`config.mk`:
```
export PLATFORM = sky130hd
export DESIGN_NAME = memory_access_flat
export DESIGN_NICKNAME = d
export VERILOG_FILES = /design/src/rtl/rv_pkg.sv /design/src/rtl/memory_access_if.sv /design/src/rtl/load_align.sv /design/src/rtl/memory_access.sv /design/src/flat_wrapper.sv
export SDC_FILE = /design/constraint.sdc
export NUM_CORES = 1
export LEC_CHECK = 0
export ABC_AREA = 1
export CORE_AREA = 2 2 153 155
export CTS_CLUSTER_SIZE = 24
export DETAILED_ROUTE_END_ITERATION = 8
export DIE_AREA = 0 0 155 157
export GPL_TIMING_DRIVEN = 0
export PLACE_DENSITY = 0.69
export SETUP_SLACK_MARGIN = 0.15
export SLEW_MARGIN = 20
export SYNTH_ARGS = -nofsm -noshare
export SYNTH_HDL_FRONTEND = slang
export SYNTH_SLANG_ARGS = --single-unit
```
`constraint.sdc`:
```
create_clock -name clk -period 5.9 [get_ports clk]
set_input_delay 0.59 -clock clk [delete_from_list [all_inputs] [get_ports clk]]
set_output_delay 0.59 -clock clk [all_outputs]
set_load 0.01 [all_outputs]
```
`src/rtl/rv_pkg.sv`:
```
// Shared RISC-V constants: XLEN, load/store decode codes, memory-stage error codes and FSM states.
package rv_pkg;
    localparam int XLEN = 32;

    localparam logic [6:0] OPC_LOAD  = 7'b0000011;
    localparam logic [6:0] OPC_STORE = 7'b0100011;

    localparam logic [2:0] F3_B  = 3'b000;
    localparam logic [2:0] F3_H  = 3'b001;
    localparam logic [2:0] F3_W  = 3'b010;
    localparam logic [2:0] F3_BU = 3'b100;
    localparam logic [2:0] F3_HU = 3'b101;

    typedef enum logic [1:0] {
        ERR_NONE     = 2'd0,
        ERR_TIMEOUT  = 2'd1,
        ERR_MISALIGN = 2'd2
    } err_code_e;

    typedef enum logic {
        IDLE = 1'b0,
        WAIT = 1'b1
    } mem_state_e;

    // size is funct3[1:0]: 00 byte, 01 half, anything else word
    function automatic logic [3:0] byte_en(input logic [1:0] size, input logic [1:0] addr);
        case (size)
            2'b00:   byte_en = 4'b0001 << addr;
            2'b01:   byte_en = 4'b0011 << {addr[1], 1'b0};
            default: byte_en = 4'b1111;
        endcase
    endfunction
endpackage

```
`src/rtl/memory_access_if.sv`:
```
// Data-memory bus between the memory stage (master) and the data memory (slave).
interface memory_access_if;
    import rv_pkg::*;

    logic            dmem_req;
    logic            dmem_we;
    logic [XLEN-1:0] dmem_addr;
    logic [XLEN-1:0] dmem_wdata;
    logic [3:0]      dmem_be;
    logic            dmem_ack;
    logic [XLEN-1:0] dmem_rdata;

    modport master (
        output dmem_req, dmem_we, dmem_addr, dmem_wdata, dmem_be,
        input  dmem_ack, dmem_rdata
    );

    modport slave (
        input  dmem_req, dmem_we, dmem_addr, dmem_wdata, dmem_be,
        output dmem_ack, dmem_rdata
    );
endinterface

```
`src/rtl/load_align.sv`:
```
// Picks the addressed byte/halfword out of a load word and sign- or zero-extends it per funct3.
module load_align
    import rv_pkg::*;
(
    input  logic [XLEN-1:0] rdata,
    input  logic [1:0]      addr,
    input  logic [2:0]      funct3,
    output logic [XLEN-1:0] data
);
    logic [XLEN-1:0] shifted;

    always_comb begin
        shifted = rdata >> {addr, 3'b000};
        case (funct3)
            F3_B:    data = {{(XLEN-8){shifted[7]}}, shifted[7:0]};
            F3_H:    data = {{(XLEN-16){shifted[15]}}, shifted[15:0]};
            F3_BU:   data = {{(XLEN-8){1'b0}}, shifted[7:0]};
            F3_HU:   data = {{(XLEN-16){1'b0}}, shifted[15:0]};
            default: data = rdata;
        endcase
    end
endmodule

```
`src/rtl/memory_access.sv`:
```
// Pipeline memory stage: issues loads/stores on the dmem bus, stalls on wait states, times out.
// Optional MEM_MISALIGN_TRAP_EN: misaligned accesses retire with err_code 2 instead of being aligned.
module memory_access
    import rv_pkg::*;
#(
    parameter int TIMEOUT_CYCLES = 16
) (
    input  logic                   clk,
    input  logic                   rst,
    input  logic [XLEN-1:0]        pc_mem,
    input  logic [XLEN-1:0]        alu_mem,
    input  logic [XLEN-1:0]        rs2_mem,
    input  logic [XLEN-1:0]        instr_mem,
    input  logic                   valid_mem,
    output logic                   stall_mem,
    memory_access_if.master        bus,
    output logic [XLEN-1:0]        pc_wb,
    output logic [XLEN-1:0]        alu_wb,
    output logic [XLEN-1:0]        mem_wb,
    output logic [XLEN-1:0]        instr_wb,
    output logic                   valid_wb,
    output logic                   err_wb,
    output logic [1:0]             err_code_wb,
    output logic [XLEN-1:0]        forward_mem
);
    localparam int CW = $clog2(TIMEOUT_CYCLES + 1);

    mem_state_e      state_q, state_d;
    logic [CW-1:0]   cnt_q, cnt_d;
    logic [XLEN-1:0] pc_wb_q, pc_wb_d, alu_wb_q, alu_wb_d;
    logic [XLEN-1:0] mem_wb_q, mem_wb_d, instr_wb_q, instr_wb_d;
    logic            valid_wb_q, valid_wb_d, err_wb_q, err_wb_d;
    logic [1:0]      err_code_q, err_code_d;

    logic [2:0]      f3;
    logic            is_load, is_store, memop, trap;
    logic [XLEN-1:0] addr_eff, load_data;
    logic            idle, waiting, req_issue, timeout, done_ok, done_to, pass, retire;

    assign f3       = instr_mem[14:12];
    assign is_load  = instr_mem[6:0] == OPC_LOAD;
    assign is_store = instr_mem[6:0] == OPC_STORE;
    assign memop    = is_load | is_store;

`ifdef MEM_MISALIGN_TRAP_EN
    logic misaligned;
    assign misaligned = (f3[1:0] == 2'b01) ? alu_mem[0] :
                        (f3[1:0] == 2'b00) ? 1'b0 : (alu_mem[1:0] != 2'b00);
    assign trap       = valid_mem & memop & misaligned;
    assign addr_eff   = alu_mem;
`else
    // Misaligned halves/words silently drop the offending low address bits.
    assign trap     = 1'b0;
    assign addr_eff = (f3[1:0] == 2'b00) ? alu_mem :
                      (f3[1:0] == 2'b01) ? {alu_mem[XLEN-1:1], 1'b0} :
                                           {alu_mem[XLEN-1:2], 2'b00};
`endif

    assign idle      = state_q == IDLE;
    assign waiting   = state_q == WAIT;
    assign req_issue = idle & valid_mem & memop & ~trap;
    assign timeout   = waiting & (cnt_q == CW'(TIMEOUT_CYCLES - 1));

    // rst gates the strobe so a pending request vanishes in the reset cycle itself
    assign bus.dmem_req   = ~rst & (req_issue | waiting);
    assign bus.dmem_we    = is_store;
    assign bus.dmem_addr  = addr_eff;
    assign bus.dmem_be    = byte_en(f3[1:0], addr_eff[1:0]);
    assign bus.dmem_wdata = (f3[1:0] == 2'b00) ? {4{rs2_mem[7:0]}} :
                            (f3[1:0] == 2'b01) ? {2{rs2_mem[15:0]}} : rs2_mem;

    assign stall_mem = bus.dmem_req & ~bus.dmem_ack & ~timeout;

    assign done_ok = bus.dmem_req & bus.dmem_ack;
    assign done_to = timeout & ~bus.dmem_ack;
    assign pass    = idle & valid_mem & (~memop | trap);
    assign retire  = done_ok | done_to | pass;

    load_align u_load_align (
        .rdata  (bus.dmem_rdata),
        .addr   (addr_eff[1:0]),
        .funct3 (f3),
        .data   (load_data)
    );

    always_comb begin
        state_d    = state_q;
        cnt_d      = cnt_q;
        pc_wb_d    = pc_wb_q;
        alu_wb_d   = alu_wb_q;
        mem_wb_d   = mem_wb_q;
        instr_wb_d = instr_wb_q;
        err_wb_d   = err_wb_q;
        err_code_d = err_code_q;
        valid_wb_d = retire;

        case (state_q)
            IDLE: if (req_issue & ~bus.dmem_ack) begin
                state_d = WAIT;
                cnt_d   = '0;
            end
            WAIT: if (bus.dmem_ack | timeout) begin
                state_d = IDLE;
                cnt_d   = '0;
            end else begin
                cnt_d = cnt_q + CW'(1);
            end
            default: state_d = IDLE;
        endcase

        if (retire) begin
            pc_wb_d    = pc_mem;
            alu_wb_d   = alu_mem;
            instr_wb_d = instr_mem;
            mem_wb_d   = (is_load & done_ok) ? load_data : '0;
            err_wb_d   = done_to | trap;
            err_code_d = done_to ? ERR_TIMEOUT : (trap ? ERR_MISALIGN : ERR_NONE);
        end
    end

    always_ff @(posedge clk or posedge rst) begin
        if (rst) begin
            state_q    <= IDLE;
            cnt_q      <= '0;
            pc_wb_q    <= '0;
            alu_wb_q   <= '0;
            mem_wb_q   <= '0;
            instr_wb_q <= '0;
            valid_wb_q <= 1'b0;
            err_wb_q   <= 1'b0;
            err_code_q <= ERR_NONE;
        end else begin
            state_q    <= state_d;
            cnt_q      <= cnt_d;
            pc_wb_q    <= pc_wb_d;
            alu_wb_q   <= alu_wb_d;
            mem_wb_q   <= mem_wb_d;
            instr_wb_q <= instr_wb_d;
            valid_wb_q <= valid_wb_d;
            err_wb_q   <= err_wb_d;
            err_code_q <= err_code_d;
        end
    end

    assign pc_wb       = pc_wb_q;
    assign alu_wb      = alu_wb_q;
    assign mem_wb      = mem_wb_q;
    assign instr_wb    = instr_wb_q;
    assign valid_wb    = valid_wb_q;
    assign err_wb      = err_wb_q;
    assign err_code_wb = err_code_q;
    assign forward_mem = (instr_wb_q[6:0] == OPC_LOAD) ? mem_wb_q : alu_wb_q;
endmodule

```
`src/flat_wrapper.sv`:
```
// flat-port wrapper written by rule: the top's interface ports become plain ports
module memory_access_flat import rv_pkg::*;
#(
    parameter int TIMEOUT_CYCLES = 16
)
  (clk, rst, pc_mem, alu_mem, rs2_mem, instr_mem, valid_mem, stall_mem, pc_wb, alu_wb, mem_wb, instr_wb, valid_wb, err_wb, err_code_wb, forward_mem, bus_dmem_req, bus_dmem_we, bus_dmem_addr, bus_dmem_wdata, bus_dmem_be, bus_dmem_ack, bus_dmem_rdata);
  memory_access_if bus_i ();
  input  logic clk;
  input  logic rst;
  input  logic [XLEN-1:0] pc_mem;
  input  logic [XLEN-1:0] alu_mem;
  input  logic [XLEN-1:0] rs2_mem;
  input  logic [XLEN-1:0] instr_mem;
  input  logic valid_mem;
  output logic stall_mem;
  output logic [XLEN-1:0] pc_wb;
  output logic [XLEN-1:0] alu_wb;
  output logic [XLEN-1:0] mem_wb;
  output logic [XLEN-1:0] instr_wb;
  output logic valid_wb;
  output logic err_wb;
  output logic [1:0] err_code_wb;
  output logic [XLEN-1:0] forward_mem;
  output wire logic [$bits(bus_i.dmem_req)-1:0] bus_dmem_req;
  output wire logic [$bits(bus_i.dmem_we)-1:0] bus_dmem_we;
  output wire logic [$bits(bus_i.dmem_addr)-1:0] bus_dmem_addr;
  output wire logic [$bits(bus_i.dmem_wdata)-1:0] bus_dmem_wdata;
  output wire logic [$bits(bus_i.dmem_be)-1:0] bus_dmem_be;
  input wire logic [$bits(bus_i.dmem_ack)-1:0] bus_dmem_ack;
  input wire logic [$bits(bus_i.dmem_rdata)-1:0] bus_dmem_rdata;
  assign bus_dmem_req = bus_i.dmem_req;
  assign bus_dmem_we = bus_i.dmem_we;
  assign bus_dmem_addr = bus_i.dmem_addr;
  assign bus_dmem_wdata = bus_i.dmem_wdata;
  assign bus_dmem_be = bus_i.dmem_be;
  assign bus_i.dmem_ack = bus_dmem_ack;
  assign bus_i.dmem_rdata = bus_dmem_rdata;
  memory_access #(.TIMEOUT_CYCLES(TIMEOUT_CYCLES)) u_core (.clk(clk), .rst(rst), .pc_mem(pc_mem), .alu_mem(alu_mem), .rs2_mem(rs2_mem), .instr_mem(instr_mem), .valid_mem(valid_mem), .stall_mem(stall_mem), .bus(bus_i), .pc_wb(pc_wb), .alu_wb(alu_wb), .mem_wb(mem_wb), .instr_wb(instr_wb), .valid_wb(valid_wb), .err_wb(err_wb), .err_code_wb(err_code_wb), .forward_mem(forward_mem));
endmodule
```
==> flow_metrics.py <==
metrics = {
    "critical_path": {
        "crit_path_max_fanout": 10,
        "endpoint_kind": "primary output",
        "crit_start": "instr_mem[12]",
        "r2r_start": "u_core.cnt_q[0]",
        "start_kind": "primary input",
        "rr_worst_depth": 9,
        "rr_endpoint": "u_core.mem_wb[8]",
        "critPathArrivalTime_ns": 2.98,
        "crit_path_end": "bus_dmem_wdata[25]",
        "criticalPathCategory": "primary input to primary output",
        "r2r_setup_slack_ns": 3.54,
        "critPathRequiredTime_ns": 5.31,
    },
    "clock_tree": {
        "postCtsHoldBufs": 0,
        "cts_tree": "yes",
        "clock_latency_ns": 0.42,
        "ctsHtreeMaxLevel": 4,
        "clockRootBuffer": "clkbuf_16",
        "clockBufferDepth": 2,
        "cts-buffers-inserted": 17,
        "post_cts_buffers": 0,
        "clk_pin_slew_ns": 0.06,
        "cts_sinks": 136,
        "post_cts_resized": 0,
    },
    "synth": {
        "syn_inst": 938,
        "syn-cell-area_sq_um": 7497,
        "synthDistinctLibCells": 35,
        "synth.net_count": 1104,
        "yosys_warnings": 0,
        "seq_area_frac_synth_pct": 45.39,
        "syn_avg_cell_area_sq_um": 7.993,
        "ys_ff_latch": 136,
    },
    "pwr": {
        "p_leak_nw": 5.841,
        "vdd_drop_max_mv": 0.1753,
        "total_power_mw": 2.880,
        "p_per_area_nw_per_um2": 231.5,
    },
    "sta": {
        "final-setup-viol-count": 0,
        "period_share_pct": 60.46,
        "period_needed_ns": 3.567,
        "final_hold_viol_count": 0,
        "rsz0062_at_grt": "false",
        "slew-limit-headroom_pct": 47.50,
        "clock_skew_ns": 0.01286,
        "fin_setup_tns_ns": 0,
        "tightest_slew_ns": 0.7875,
        "fmax_mhz": 280.3,
        "final_max_slew_viol_count": 0,
        "setup_slack_ns": 2.333,
    },
    "run": {
        "maxCapViolCount": 0,
    },
    "layout": {
        "fillers": 2135,
        "areaGrowthSynthToFinish_pct": 65.99,
        "seqCellArea_sq_um": 3403,
        "design_area_sq_um": 12440,
        "drive_gt1_share_pct": 12.08,
        "multiInputGateArea_sq_um": 3252,
        "final_cells": 1652,
        "num-nets-final": 1519,
    },
    "detailed_routing": {
        "drt_first_pass_iters": 5,
        "drt-wirelength-per-cell_um": 18.64,
        "detail-route-antenna-nets": 0,
        "drc_errors": 0,
        "vias_per_cell": 5.041,
        "drtIter0Drc": 555,
        "routed_wl_um": 30790,
        "routed-via-count": 8327,
    },
    "place": {
        "pre_cts_slack_ns": 2.362,
        "dp_hpwl_um": 24060,
        "dp_cells": 1619,
        "place.gp.congestion": 0.8771,
        "io_buffers": 395,
        "placed_cell_area_sq_um": 11840,
    },
    "min_path": {
        "hold_class": "register to register",
    },
    "status": {
        "status": "complete, no violations",
    },
    "global_routing": {
        "grt_pass1_wl_um": 46330,
        "grt_usage_pct": 24.80,
        "grt.overflow.total": 0,
        "antenna_found_initial": 1,
        "grt_pass1_vias": 8207,
        "grt_max_degree": 75,
    },
    "floorplanning": {
        "start_util_pct": 33.32,
        "fp.dieW_um": 155,
        "fp.coreArea_sq_um": 22500,
        "fp-row-count": 55,
        "die_area_sq_um": 24340,
        "chipHeight_um": 157,
        "pin_count": 399,
    },
}
==> area by class of cell <==
| class | instances | area share [%] |
|---|---|---|
| plain buffers | 111 | 5.118 |
| flip-flops and latches | 136 | 27.35 |
| diodes | 1 | 0.02011 |
| multi-input cells | 637 | 26.13 |
| clock inverters | 13 | 1.257 |
| clock buffers | 19 | 3.559 |
| inverters | 54 | 1.709 |
| well taps | 285 | 2.865 |
| repair buffers | 396 | 31.99 |
==> per-layer routing <==
layer | up-vias | GRT usage (%) | part of all wire (%)
met1 | 3916 | 29.05 | 39
met3 | 55 | 6.663 | 7.6
met4 | 0 | 9.656 | 3.1
li1 | 3948 | - | -
met5 | - | 0 | 0
met2 | 408 | 43.39 | 50
==> logic make-up after synthesis <==
group / count (synthesis) / share of synthesized area (%)
flops: 136 / 45.39
fa+ha+maj: 2 / 0.3337
xor+xnor: 1 / 0.1168
other cells: 1 / 0.05002
mux: 26 / 3.889
buf+inv: 165 / 11.23
simple gates: 548 / 34.48
compound gates: 59 / 4.506
==> metrics by stage <==
stage	hold WS [ns]	utilization, %
finish	0.5169	55.30
global placement	0.5002	52.47
floorplan	0.4786	-
CTS	0.5061	55.29
detailed placement	0.5062	52.63
global route	0.5202	55.29
==> critical path, cell delays in order <==
cell and delay (ns):
clkdlybuf4s50_1 0.73, inv_2 0.07, nor2_2 0.22, inv_1 0.12, clkbuf_1 0.28, o211ai_1 0.35, clkdlybuf4s50_1 0.60
==> synthesized netlist by cell type <==
master	n	area (sq um)
buf_8	1	15.01
inv_1	50	187.7
xor2_1	1	8.760
nand4_1	124	775.7
and2_1	1	6.260
a21oi_1	14	70.07
ha_1	2	25.02
nand2_2	3	18.77
nand3b_1	1	7.510
nand3_4	2	35.03
o21ai_1	1	5.000
mux2_2	25	281.5
inv_2	3	11.26
clkbuf_1	31	116.4
nand3_1	41	205.2
buf_6	2	22.52
nor2_1	11	41.29
a21oi_2	1	8.760
dfrtp_1	136	3403
nand2_1	339	1272
nor4_1	1	6.260
o22ai_1	1	6.260
mux2i_1	1	10.01
nand3_2	13	130.1
o211ai_1	15	112.6
nor2_8	1	20.02
buf_1	6	22.52
o21ai_0	27	135.1
nor3_1	2	10.01
or2_2	6	37.54
conb_1	1	3.750
buf_2	29	145.1
nor2_2	3	18.77
inv_4	1	6.260
buf_4	42	315.3
==> state kept, by name, indices dropped and copies added (netlist names) <==
name	flops
u_core.pc_wb	32
u_core.valid_wb	1
u_core.cnt_q	5
u_core.alu_wb	32
u_core.err_code_wb	1
u_core.state_q	1
u_core.mem_wb	32
u_core.instr_wb	32
==> where the power goes <==
part	internal (mW)	total (mW)	switching, mW
Sequential	1.01	1.06	0.0560
Clock	0.647	1.10	0.451
Combinational	0.404	0.721	0.317
==> worst min-delay path by stage <==
stage | startpoint | end | depth (start not counted)
floorplan | u_core.cnt_q[0] | u_core.cnt_q[0] | 1
global placement | u_core.cnt_q[0] | u_core.cnt_q[0] | 1
detailed placement | u_core.cnt_q[0] | u_core.cnt_q[0] | 1
CTS | alu_mem[1] | u_core.alu_wb[1] | 3
global route | u_core.cnt_q[0] | u_core.cnt_q[0] | 1
finish | u_core.cnt_q[0] | u_core.cnt_q[0] | 1
==> layout by cell type, fill, tap and decap left out, types with 2 or more instances in the layout <==
master           instances
clkdlybuf4s50_1        395
nand2_1                339
dfrtp_1                136
nand4_1                124
inv_1                   49
buf_4                   42
nand3_1                 41
clkbuf_1                32
buf_2                   29
o21ai_0                 27
mux2_2                  25
clkbuf_16               17
o211ai_1                15
a21oi_1                 14
nand3_2                 13
nor2_1                  11
buf_1                    6
or2_2                    6
inv_6                    6
nor2_2                   3
nand2_2                  3
inv_2                    3
inv_8                    2
nor3_1                   2
buf_6                    2
nand3_4                  2
ha_1                     2
bufinv_16                2
clkinv_4                 2
clkinvlp_4               2
Power figures use the tool's default switching activity.
